**config.mk**
```make
export PLATFORM = sky130hd
export DESIGN_NAME = wb_slave_decoder
export DESIGN_NICKNAME = d
export VERILOG_FILES = /design/src/rtl/wb_slave_decoder.sv
export SDC_FILE = /design/constraint.sdc
export NUM_CORES = 1
export LEC_CHECK = 0
export BUFFER_PORTS_ARGS = -buffer_cell sky130_fd_sc_hd__buf_2
export CAP_MARGIN = 20
export CORE_AREA = 2 2 126 128
export CTS_CLUSTER_DIAMETER = 40
export DETAILED_ROUTE_END_ITERATION = 10
export DIE_AREA = 0 0 128 130
export GPL_TIMING_DRIVEN = 0
export MAX_ROUTING_LAYER = met4
export PLACE_DENSITY_LB_ADDON = 0.1
export SYNTH_ARGS = -nofsm -noshare
export SYNTH_HDL_FRONTEND = slang
export SYNTH_SLANG_ARGS = --single-unit
export TNS_END_PERCENT = 20
```
**constraint.sdc**
```tcl
create_clock -name wb_clk_i -period 2 [get_ports wb_clk_i]
set_input_delay 0.1 -clock wb_clk_i [delete_from_list [all_inputs] [get_ports wb_clk_i]]
set_output_delay 0.1 -clock wb_clk_i [all_outputs]
set_load 0.05 [all_outputs]
```
**src/rtl/wb_slave_decoder.sv**
```systemverilog
// wb_slave_decoder: registered single-master Wishbone decoder with per-slave address windows and a response watchdog.
module wb_slave_decoder #(
    parameter int                         NUM_SLAVES = 4,
    parameter logic [32*NUM_SLAVES-1:0]   SLAVE_ADDR = {32'h0003_0000, 32'h0002_0000, 32'h0001_0000, 32'h0000_0000},
    parameter logic [32*NUM_SLAVES-1:0]   SLAVE_MASK = {4{32'hFFFF_0000}},
    parameter int                         TIMEOUT    = 255
) (
    input  logic                         wb_clk_i,
    input  logic                         wb_rst_i,
    input  logic                         wbm_cyc_i,
    input  logic                         wbm_stb_i,
    input  logic                         wbm_we_i,
    input  logic [3:0]                   wbm_sel_i,
    input  logic [31:0]                  wbm_adr_i,
    input  logic [31:0]                  wbm_dat_i,
    output logic [31:0]                  wbm_dat_o,
    output logic                         wbm_ack_o,
    output logic                         wbm_err_o,
    output logic [NUM_SLAVES-1:0]        wbs_cyc_o,
    output logic [NUM_SLAVES-1:0]        wbs_stb_o,
    output logic                         wbs_we_o,
    output logic [3:0]                   wbs_sel_o,
    output logic [31:0]                  wbs_adr_o,
    output logic [31:0]                  wbs_dat_o,
    input  logic [32*NUM_SLAVES-1:0]     wbs_dat_i,
    input  logic [NUM_SLAVES-1:0]        wbs_ack_i,
    input  logic [NUM_SLAVES-1:0]        wbs_err_i
);
    typedef enum logic [1:0] {IDLE, WAIT, RESP} state_t;
    localparam logic [15:0] LAST = 16'(TIMEOUT - 1);
    state_t                 state, state_n;
    logic [NUM_SLAVES-1:0]  dec;
    logic [31:0]            rd_mux, rd_cap;
    logic [15:0]            cnt;
    logic                   req, sel_ack, sel_err, expired, resp_err;

    assign req       = wbm_cyc_i & wbm_stb_i;
    assign sel_ack   = |(wbs_ack_i & wbs_cyc_o);
    assign sel_err   = |(wbs_err_i & wbs_cyc_o);
    assign expired   = cnt == LAST;
    assign wbs_stb_o = wbs_cyc_o;

    // Scanning downwards lets the lowest matching index overwrite the others.
    always_comb begin
        dec    = '0;
        rd_mux = '0;
        for (int i = NUM_SLAVES - 1; i >= 0; i--) begin
            if ((wbm_adr_i & SLAVE_MASK[32*i +: 32]) == SLAVE_ADDR[32*i +: 32]) begin
                dec    = '0;
                dec[i] = 1'b1;
            end
            if (wbs_cyc_o[i]) rd_mux = rd_mux | wbs_dat_i[32*i +: 32];
        end
    end

    always_comb begin
        state_n = state;
        case (state)
            IDLE:    state_n = req ? (|dec ? WAIT : RESP) : IDLE;
            WAIT:    state_n = !wbm_cyc_i ? IDLE : (sel_ack | sel_err | expired) ? RESP : WAIT;
            default: state_n = IDLE;
        endcase
    end

    always_ff @(posedge wb_clk_i) begin
        state <= wb_rst_i ? IDLE : state_n;
    end

    always_ff @(posedge wb_clk_i) begin
        if (wb_rst_i) begin
            wbm_dat_o <= '0;
            wbm_ack_o <= 1'b0;
            wbm_err_o <= 1'b0;
            wbs_cyc_o <= '0;
            wbs_we_o  <= 1'b0;
            wbs_sel_o <= '0;
            wbs_adr_o <= '0;
            wbs_dat_o <= '0;
            rd_cap    <= '0;
            resp_err  <= 1'b0;
            cnt       <= '0;
        end else begin
            wbm_ack_o <= 1'b0;
            wbm_err_o <= 1'b0;
            case (state)
                IDLE: if (req) begin
                    wbs_adr_o <= wbm_adr_i;
                    wbs_dat_o <= wbm_dat_i;
                    wbs_sel_o <= wbm_sel_i;
                    wbs_we_o  <= wbm_we_i;
                    wbs_cyc_o <= dec;
                    resp_err  <= ~|dec;
                    cnt       <= '0;
                end
                WAIT: begin
                    cnt      <= (cnt == 16'hFFFF) ? cnt : cnt + 16'd1;
                    resp_err <= sel_err | ~sel_ack;
                    rd_cap   <= rd_mux;
                    if (state_n != WAIT) wbs_cyc_o <= '0;
                end
                RESP: begin
                    wbm_ack_o <= ~resp_err;
                    wbm_err_o <= resp_err;
                    wbm_dat_o <= (resp_err | wbs_we_o) ? 32'h0 : rd_cap;
                end
                default: wbs_cyc_o <= '0;
            endcase
        end
    end
endmodule
```
==> flow_summary_export.csv, run 1 <==
group,metric,value,unit
run_status,status,"complete, no violations",
synthesis,synth_area,0.006487,mm^2
clock_network,ctsRootBufferMaster,"clkbuf_16",
power_and_ir_drop,powerDensity,747.6,mW/mm^2
routing,drtPass1Iterations,5,
sta,hold_viol,0,
sta,max_freq,0.5278,GHz
sta,whs,0.04233,ns
synthesis,async_reset_ff_share,0,%
worst_setup_path,cp_slowest_cell,"clkbuf_1",
global_routing,antenna_found_initial,2,
worst_setup_path,reg2reg_depth,4,
sta,drv_slew,0,
sta,slew_headroom,52.35,%
routing,routed_wl,23890,um
clock_network,cts_inserted_buffers,17,
routing,wl_per_cell,17.38,um
sta,period_needed,1.895,ns
clock_network,tritoncts,"yes",
synthesis,syn_nets,973,
global_routing,grt_overflow,0,
sta,setup-tns-final,0,ns
final_layout,fin_nets,1379,
floorplanning,rows,46,
hold_path,hold_path.class,"in -> reg",
floorplanning,io_pins,320,
synthesis,syn_area_per_cell,8.514,um^2
synthesis,ys_seq_area_share,48.76,%
place,io_buffers,318,
sta,finalClockSkew,0.009871,ns
global_routing,grt_pass1_wl,35560,um
hold_path,min_to,"rd_cap[27]",
worst_setup_path,r2r-start,"wbs_cyc_o[0]",
routing,num_vias,7374,
place,place_area,0.008319,mm^2
sta,finalSetupViolations,0,
worst_setup_path,path_common_cell,"clkbuf_1",
worst_setup_path,cp.required,2.34,ns
global_routing,track_usage,28.70,%
place,dp_hpwl,17190,um
synthesis,ys.flop_type,"dfxtp_1",
hold_path,hold_depth,3,
final_layout,area_growth_syn_to_layout,47.77,%
worst_setup_path,reg2reg_to,"rd_cap[29]",
power_and_ir_drop,irDropWorstVdd,0.5891,mV
final_layout,final_cell_mix,"332 x buf_2, 158 x dfxtp_1, 152 x nand2_1",
routing,drt_iter0_drc,516,
sta,rsz0062_at_grt,"yes",
final_layout,fin_area,0.009587,mm^2
synthesis,synth_edf_count,0,
worst_setup_path,end_kind,"flop",
floorplanning,die_w,128,um
global_routing,grt_max_degree,17,
worst_setup_path,critPathMaxFanout,10,
floorplanning,start_util,42.06,%
synthesis,synthCells,762,
floorplanning,core,0.01542,mm^2
routing,post_drt_via_cell_ratio,5.363,
synthesis,yosysWarningCount,0,
routing,drc,0,
floorplanning,die_area,0.01664,mm^2
clock_network,clkLatencyLatePin,0.43,ns
clock_network,clk_pin_slew_worst_paths,0.06,ns
worst_setup_path,rrSetupSlack,0.11,ns
sta,tightestPinTransition,0.7093,ns
worst_setup_path,max_stage_delay,0.58,ns
routing,drtAntennaViolNets,0,
worst_setup_path,path_cells,"clkbuf_1, clkbuf_1, a22oi_1, a311oi_1",
sta,finalCritPeriodShare,94.73,%
worst_setup_path,worstSetupPathType,"reg -> reg",
synthesis,synth_seq_cells,158,
worst_setup_path,start_kind,"flop",
synthesis,synth_cell_types,51,
clock_network,clk_path_buf_depth,2,
worst_setup_path,worstPathArrival,2.23,ns
power_and_ir_drop,leakage,4.054,nW
clock_network,clkSinkCount,158,
final_layout,final_common_cell,"buf_2",
global_routing,grt_pass1_vias,6921,
run,cap_violations,0,
floorplanning,die_h,130,um
place,place.gp.congestion,0.8535,
clock_network,htree_levels,4,
final_layout,drive_above_1_share,32.43,%
hold_path,hold_start,"wbs_dat_i[27]",
-- logic make-up (layout without fill, tap and decap cells) --
group | Yosys count | after routing | synth area share [%]
DFF | 158 | 158 | 48.76
other | 0 | 2 | 0
muxes | 7 | 7 | 1.119
and+or+nand+nor | 287 | 287 | 19.92
adders and majority gates | 2 | 2 | 0.3857
buffers and inverters | 74 | 493 | 4.841
AOI/OAI and AO/OA | 234 | 234 | 24.98
-- per-stage QoR --
stage               utilization [%]  worst slack (ns)  instances  power, W
finish                        62.15            0.1053       1375  0.007167
global route                  62.15          -0.03233       1375  0.007442
CTS                           62.07           0.01077       1373  0.007211
detailed placement            53.93          -0.07484       1272  0.004089
global placement              53.93          -0.06973       1272  0.004085
floorplan                         -            0.2828        762  0.003740
-- cell usage after synthesis (all sizes together) (6+ instances only) --
library cell | n | share of area, %
a21oi | 80 | 6.2
a22oi | 96 | 11
a311oi | 32 | 4.3
buf | 22 | 1.8
clkbuf | 49 | 2.8
dfxtp | 158 | 49
nand2 | 152 | 8.8
nand4 | 7 | 0.91
nor2 | 73 | 4.2
nor3 | 7 | 0.54
o31ai | 6 | 0.69
or4 | 6 | 0.69
-- registers in the layout, summed over array words and instances (netlist names) --
name       cells
cnt           16
rd_cap        32
resp_err       1
state          2
wbm_ack_o      1
wbm_dat_o     32
wbm_err_o      1
wbs_adr_o     32
wbs_cyc_o      4
wbs_dat_o     32
wbs_sel_o      4
wbs_we_o       1
-- worst max-delay path: cells and delay by family (launching register included) --
family,cells,cell delay [ns]
buffers and inverters,2,0.92
AO/OA/AOI/OAI,2,0.52
flip-flops,1,0.37
-- per-layer routing --
layer | global-route usage, % | vias up | share of wire [%]
met3 | 6.396 | 51 | 5.2
met2 | 49.10 | 265 | 49
li1 | - | 3582 | -
met4 | 10.86 | 0 | 3.0
met1 | 33.09 | 3476 | 42
met5 | - | - | 0
-- power breakdown --
| group | switching (W) | internal (W) | total [W] | leakage [nW] |
|---|---|---|---|---|
| logic | 0.000542 | 0.000348 | 0.000890 | 2.51 |
| clock network | 0.00128 | 0.00175 | 0.00303 | 0.269 |
| registers | 0.0000337 | 0.00322 | 0.00325 | 1.28 |
-- area by class of cell --
| type | count | area [um^2] |
|---|---|---|
| repair buffers | 387 | 2282 |
| fillers | 1410 | 5838 |
| clock buffers | 24 | 501.7 |
| inverters | 3 | 11.26 |
| well taps | 192 | 240.2 |
| flip-flops and latches | 158 | 3163 |
| diodes | 2 | 5.005 |
| plain buffers | 71 | 312.8 |
| multi-input cells | 530 | 3015 |
| clock inverters | 8 | 55.05 |
-- what timing repair did --
action / in CTS / in global routing
endpoints found under the setup margin: 40 / 29
resized for setup: 3 / 12
setup buffers: 0 / 0
hold buffers: 69 / 0
hold endpoints to repair: 70 / 0
-- how the worst max path moves through the flow --
stage,start,end,slack [ns]
after floorplan,wbs_cyc_o[2],wbs_cyc_o[0],0.28
after global placement,state[0],wbm_dat_o[0],-0.07
after detailed placement,state[0],wbm_dat_o[31],-0.07
after CTS,wbs_cyc_o[1],rd_cap[26],0.01
after global routing,state[0],wbm_dat_o[5],-0.03
final,wbs_cyc_o[0],rd_cap[29],0.11
No activity file was read; power rests on OpenSTA's default activity.
==> run 2: changes to the inputs <==
--- a/config.mk
+++ b/config.mk
@@ -7,10 +7,10 @@
 export LEC_CHECK = 0
 export BUFFER_PORTS_ARGS = -buffer_cell sky130_fd_sc_hd__buf_2
 export CAP_MARGIN = 20
-export CORE_AREA = 2 2 126 128
+export CORE_MARGIN = 10
+export CORE_UTILIZATION = 46
 export CTS_CLUSTER_DIAMETER = 40
 export DETAILED_ROUTE_END_ITERATION = 10
-export DIE_AREA = 0 0 128 130
 export GPL_TIMING_DRIVEN = 0
 export MAX_ROUTING_LAYER = met4
 export PLACE_DENSITY_LB_ADDON = 0.1
==> run 2 against run 1 <==
Effect of this change: maximum frequency is 2.4% lower; non-clock buffer count stayed put; final area is 0.44% higher; total power is 1.1% higher; die area is 16% higher; sequential share of layout area is 0.15 points lower; final cell count is 0.73% lower; wire length is 13% higher; sequential cell count stayed put; first-iteration DRC count is 8.1% lower; critical path type unchanged; highest routed layer unchanged.
==> flow_summary_export.csv, run 2 (same netlist as run 1, synthesis figures left out) <==
group,metric,value,unit
run_status,status,"complete, no violations",
clock_network,clkSinkCount,158,
worst_setup_path,cp_num_buf_inv,2,
global_routing,grt_max_degree,17,
power_and_ir_drop,powerDensity,752.4,mW/mm^2
routing,drt_iter0_drc,474,
sta,finalCritPeriodShare,97.07,%
place,dp_hpwl,19570,um
final_layout,final_common_cell,"buf_2",
worst_setup_path,path_cells,"clkbuf_1, clkbuf_2, a22oi_1, a311oi_1",
global_routing,grt_pass1_vias,7539,
routing,num_vias,7529,
sta,tightestPinTransition,0.5687,ns
floorplanning,die_area,0.01925,mm^2
clock_network,ctsRootBufferMaster,"clkbuf_16",
sta,drv_slew,0,
sta,max_freq,0.5151,GHz
floorplanning,start_util,46.92,%
final_layout,fin_nets,1379,
hold_path,min_to,"rd_cap[0]",
clock_network,htree_levels,4,
routing,drtAntennaViolNets,0,
sta,slew_headroom,62.09,%
power_and_ir_drop,p_sw,0.001815,W
place,pre_cts_ws,-0.1648,ns
worst_setup_path,reg2reg_depth,4,
routing,wl_per_cell,19.72,um
run,cap_violations,0,
sta,finalClockSkew,0.006150,ns
place,io_buffers,318,
global_routing,track_usage,27.26,%
floorplanning,rows,43,
worst_setup_path,start_kind,"flop",
floorplanning,core,0.01383,mm^2
sta,period_needed,1.941,ns
global_routing,grt_overflow,0,
final_layout,drive_above_1_share,32.88,%
clock_network,tritoncts,"yes",
power_and_ir_drop,irDropWorstVdd,0.5883,mV
worst_setup_path,rrSetupSlack,0.06,ns
floorplanning,die_w,138.8,um
power_and_ir_drop,power.clock.fraction,42.8,%
final_layout,final-seq-area,0.003163,mm^2
worst_setup_path,r2r-start,"wbs_cyc_o[1]",
floorplanning,die_h,138.8,um
clock_network,clk_path_buf_depth,2,
hold_path,hold_depth,3,
worst_setup_path,cp.required,2.32,ns
global_routing,grt_pass1_wl,41130,um
worst_setup_path,end_kind,"flop",
routing,routed_wl,26920,um
final_layout,fillers,1142,
worst_setup_path,cp_slowest_cell,"clkbuf_1",
hold_path,hold_path.class,"in -> reg",
final_layout,multiInputGateArea,0.003050,mm^2
worst_setup_path,worstSetupPathType,"reg -> reg",
worst_setup_path,critPathMaxFanout,10,
sta,rsz0062_at_grt,"no",
clock_network,clk_pin_slew_worst_paths,0.06,ns
sta,finalSetupViolations,0,
power_and_ir_drop,seqPwrFrac,44.9,%
worst_setup_path,crit_family,"buffers and inverters",
power_and_ir_drop,power_frac_comb,12.3,%
clock_network,cts_inserted_buffers,17,
worst_setup_path,max_stage_delay,0.45,ns
floorplanning,io_pins,320,
power_and_ir_drop,p_total,0.007245,W
clock_network,clkLatencyLatePin,0.43,ns
hold_path,hold_start,"wbs_dat_i[32]",
routing,post_drt_via_cell_ratio,5.516,
sta,setup_ws,0.05851,ns
routing,drtPass1Iterations,5,
power_and_ir_drop,leakage,4.084,nW
worst_setup_path,reg2reg_to,"rd_cap[24]",
final_layout,area_growth_syn_to_layout,48.43,%
clock_network,cts_setup_buffers,0,
global_routing,antenna_found_initial,4,
routing,drc,0,
final_layout,final_cell_mix,"332 x buf_2, 158 x dfxtp_1, 152 x nand2_1",
power_and_ir_drop,p_int,0.005430,W
place,place.gp.congestion,0.8633,
sta,hold_viol,0,
worst_setup_path,worstPathArrival,2.26,ns
power_and_ir_drop,p_sw_share,25.05,%
## run 2: cell types whose count changed in the layout (fill, tap and decap cells not counted), moves of 2 or more
cell and delta:
clkbuf_1 -2, buf_1 -2, diode_2 +3, clkbuf_2 +6
a221oi_2 -2, a221oi_4 +2
## run 2: worst max-delay path by stage
stage	cells past startpoint	from	to
finish	4	wbs_cyc_o[1]	rd_cap[24]
global route	4	wbs_cyc_o[1]	rd_cap[24]
CTS	4	wbs_cyc_o[3]	rd_cap[23]
detailed placement	4	wbs_cyc_o[1]	rd_cap[24]
global placement	4	wbs_cyc_o[1]	rd_cap[24]
floorplan	5	wbs_cyc_o[2]	wbs_cyc_o[0]
## run 2: tightest hold or removal path, stage by stage
cell and delay, ns:
buf_2 0.10, a22oi_1 0.13, a311oi_1 0.10
## run 2: layer usage
layer | wire length (um) | track usage [%] | vias up
met1 | 10460 | 30.95 | 3525
met2 | 13070 | 44.15 | 350
met5 | 0 | - | -
li1 | - | - | 3572
met4 | 1175 | 13.01 | 0
met3 | 2217 | 6.952 | 82
## run 2: layout make-up
cell class                      instances  share of cell area, %
Clock inverter                          5                 0.5717
Inverter                                3                 0.1169
Tap cell                              180                  2.339
Antenna cell                            5                 0.1299
Timing Repair Buffer                  387                  23.70
Buffer                                 71                  3.326
Clock buffer                           26                  5.288
Multi-Input combinational cell        530                  31.68
Sequential cell                       158                  32.85
## run 2: stage by stage
step / setup TNS [ns] / utilization [%] / hold slack (ns) / area, um^2 / std cells
after floorplan: 0 / - / 0.2360 / 6487 / 762
after global placement: -0.2517 / 60.06 / 0.3414 / 8304 / 1260
after detailed placement: -0.3453 / 60.06 / 0.3463 / 8304 / 1260
after CTS: 0 / 69.27 / 0.03629 / 9578 / 1360
after global routing: 0 / 69.62 / 0.06410 / 9627 / 1364
final: 0 / 69.64 / 0.04854 / 9629 / 1365
## run 2: power by group through the flow
| stage | Combinational (W) | Sequential [W] | Clock [W] |
|---|---|---|---|
| floorplan | 0.000197 | 0.00354 | 0 |
| global placement | 0.000766 | 0.00331 | 0 |
| detailed placement | 0.000770 | 0.00332 | 0 |
| CTS | 0.000883 | 0.00325 | 0.00314 |
| global route | 0.000958 | 0.00326 | 0.00326 |
| finish | 0.000892 | 0.00325 | 0.00310 |
## run 2: what timing repair did
action / in CTS / in global routing
endpoints found under the hold margin: 71 / 0
gates resized for setup: 7 / 19
cloned: 0 / 0
setup endpoints to repair: 14 / 19
hold buffers: 69 / 0
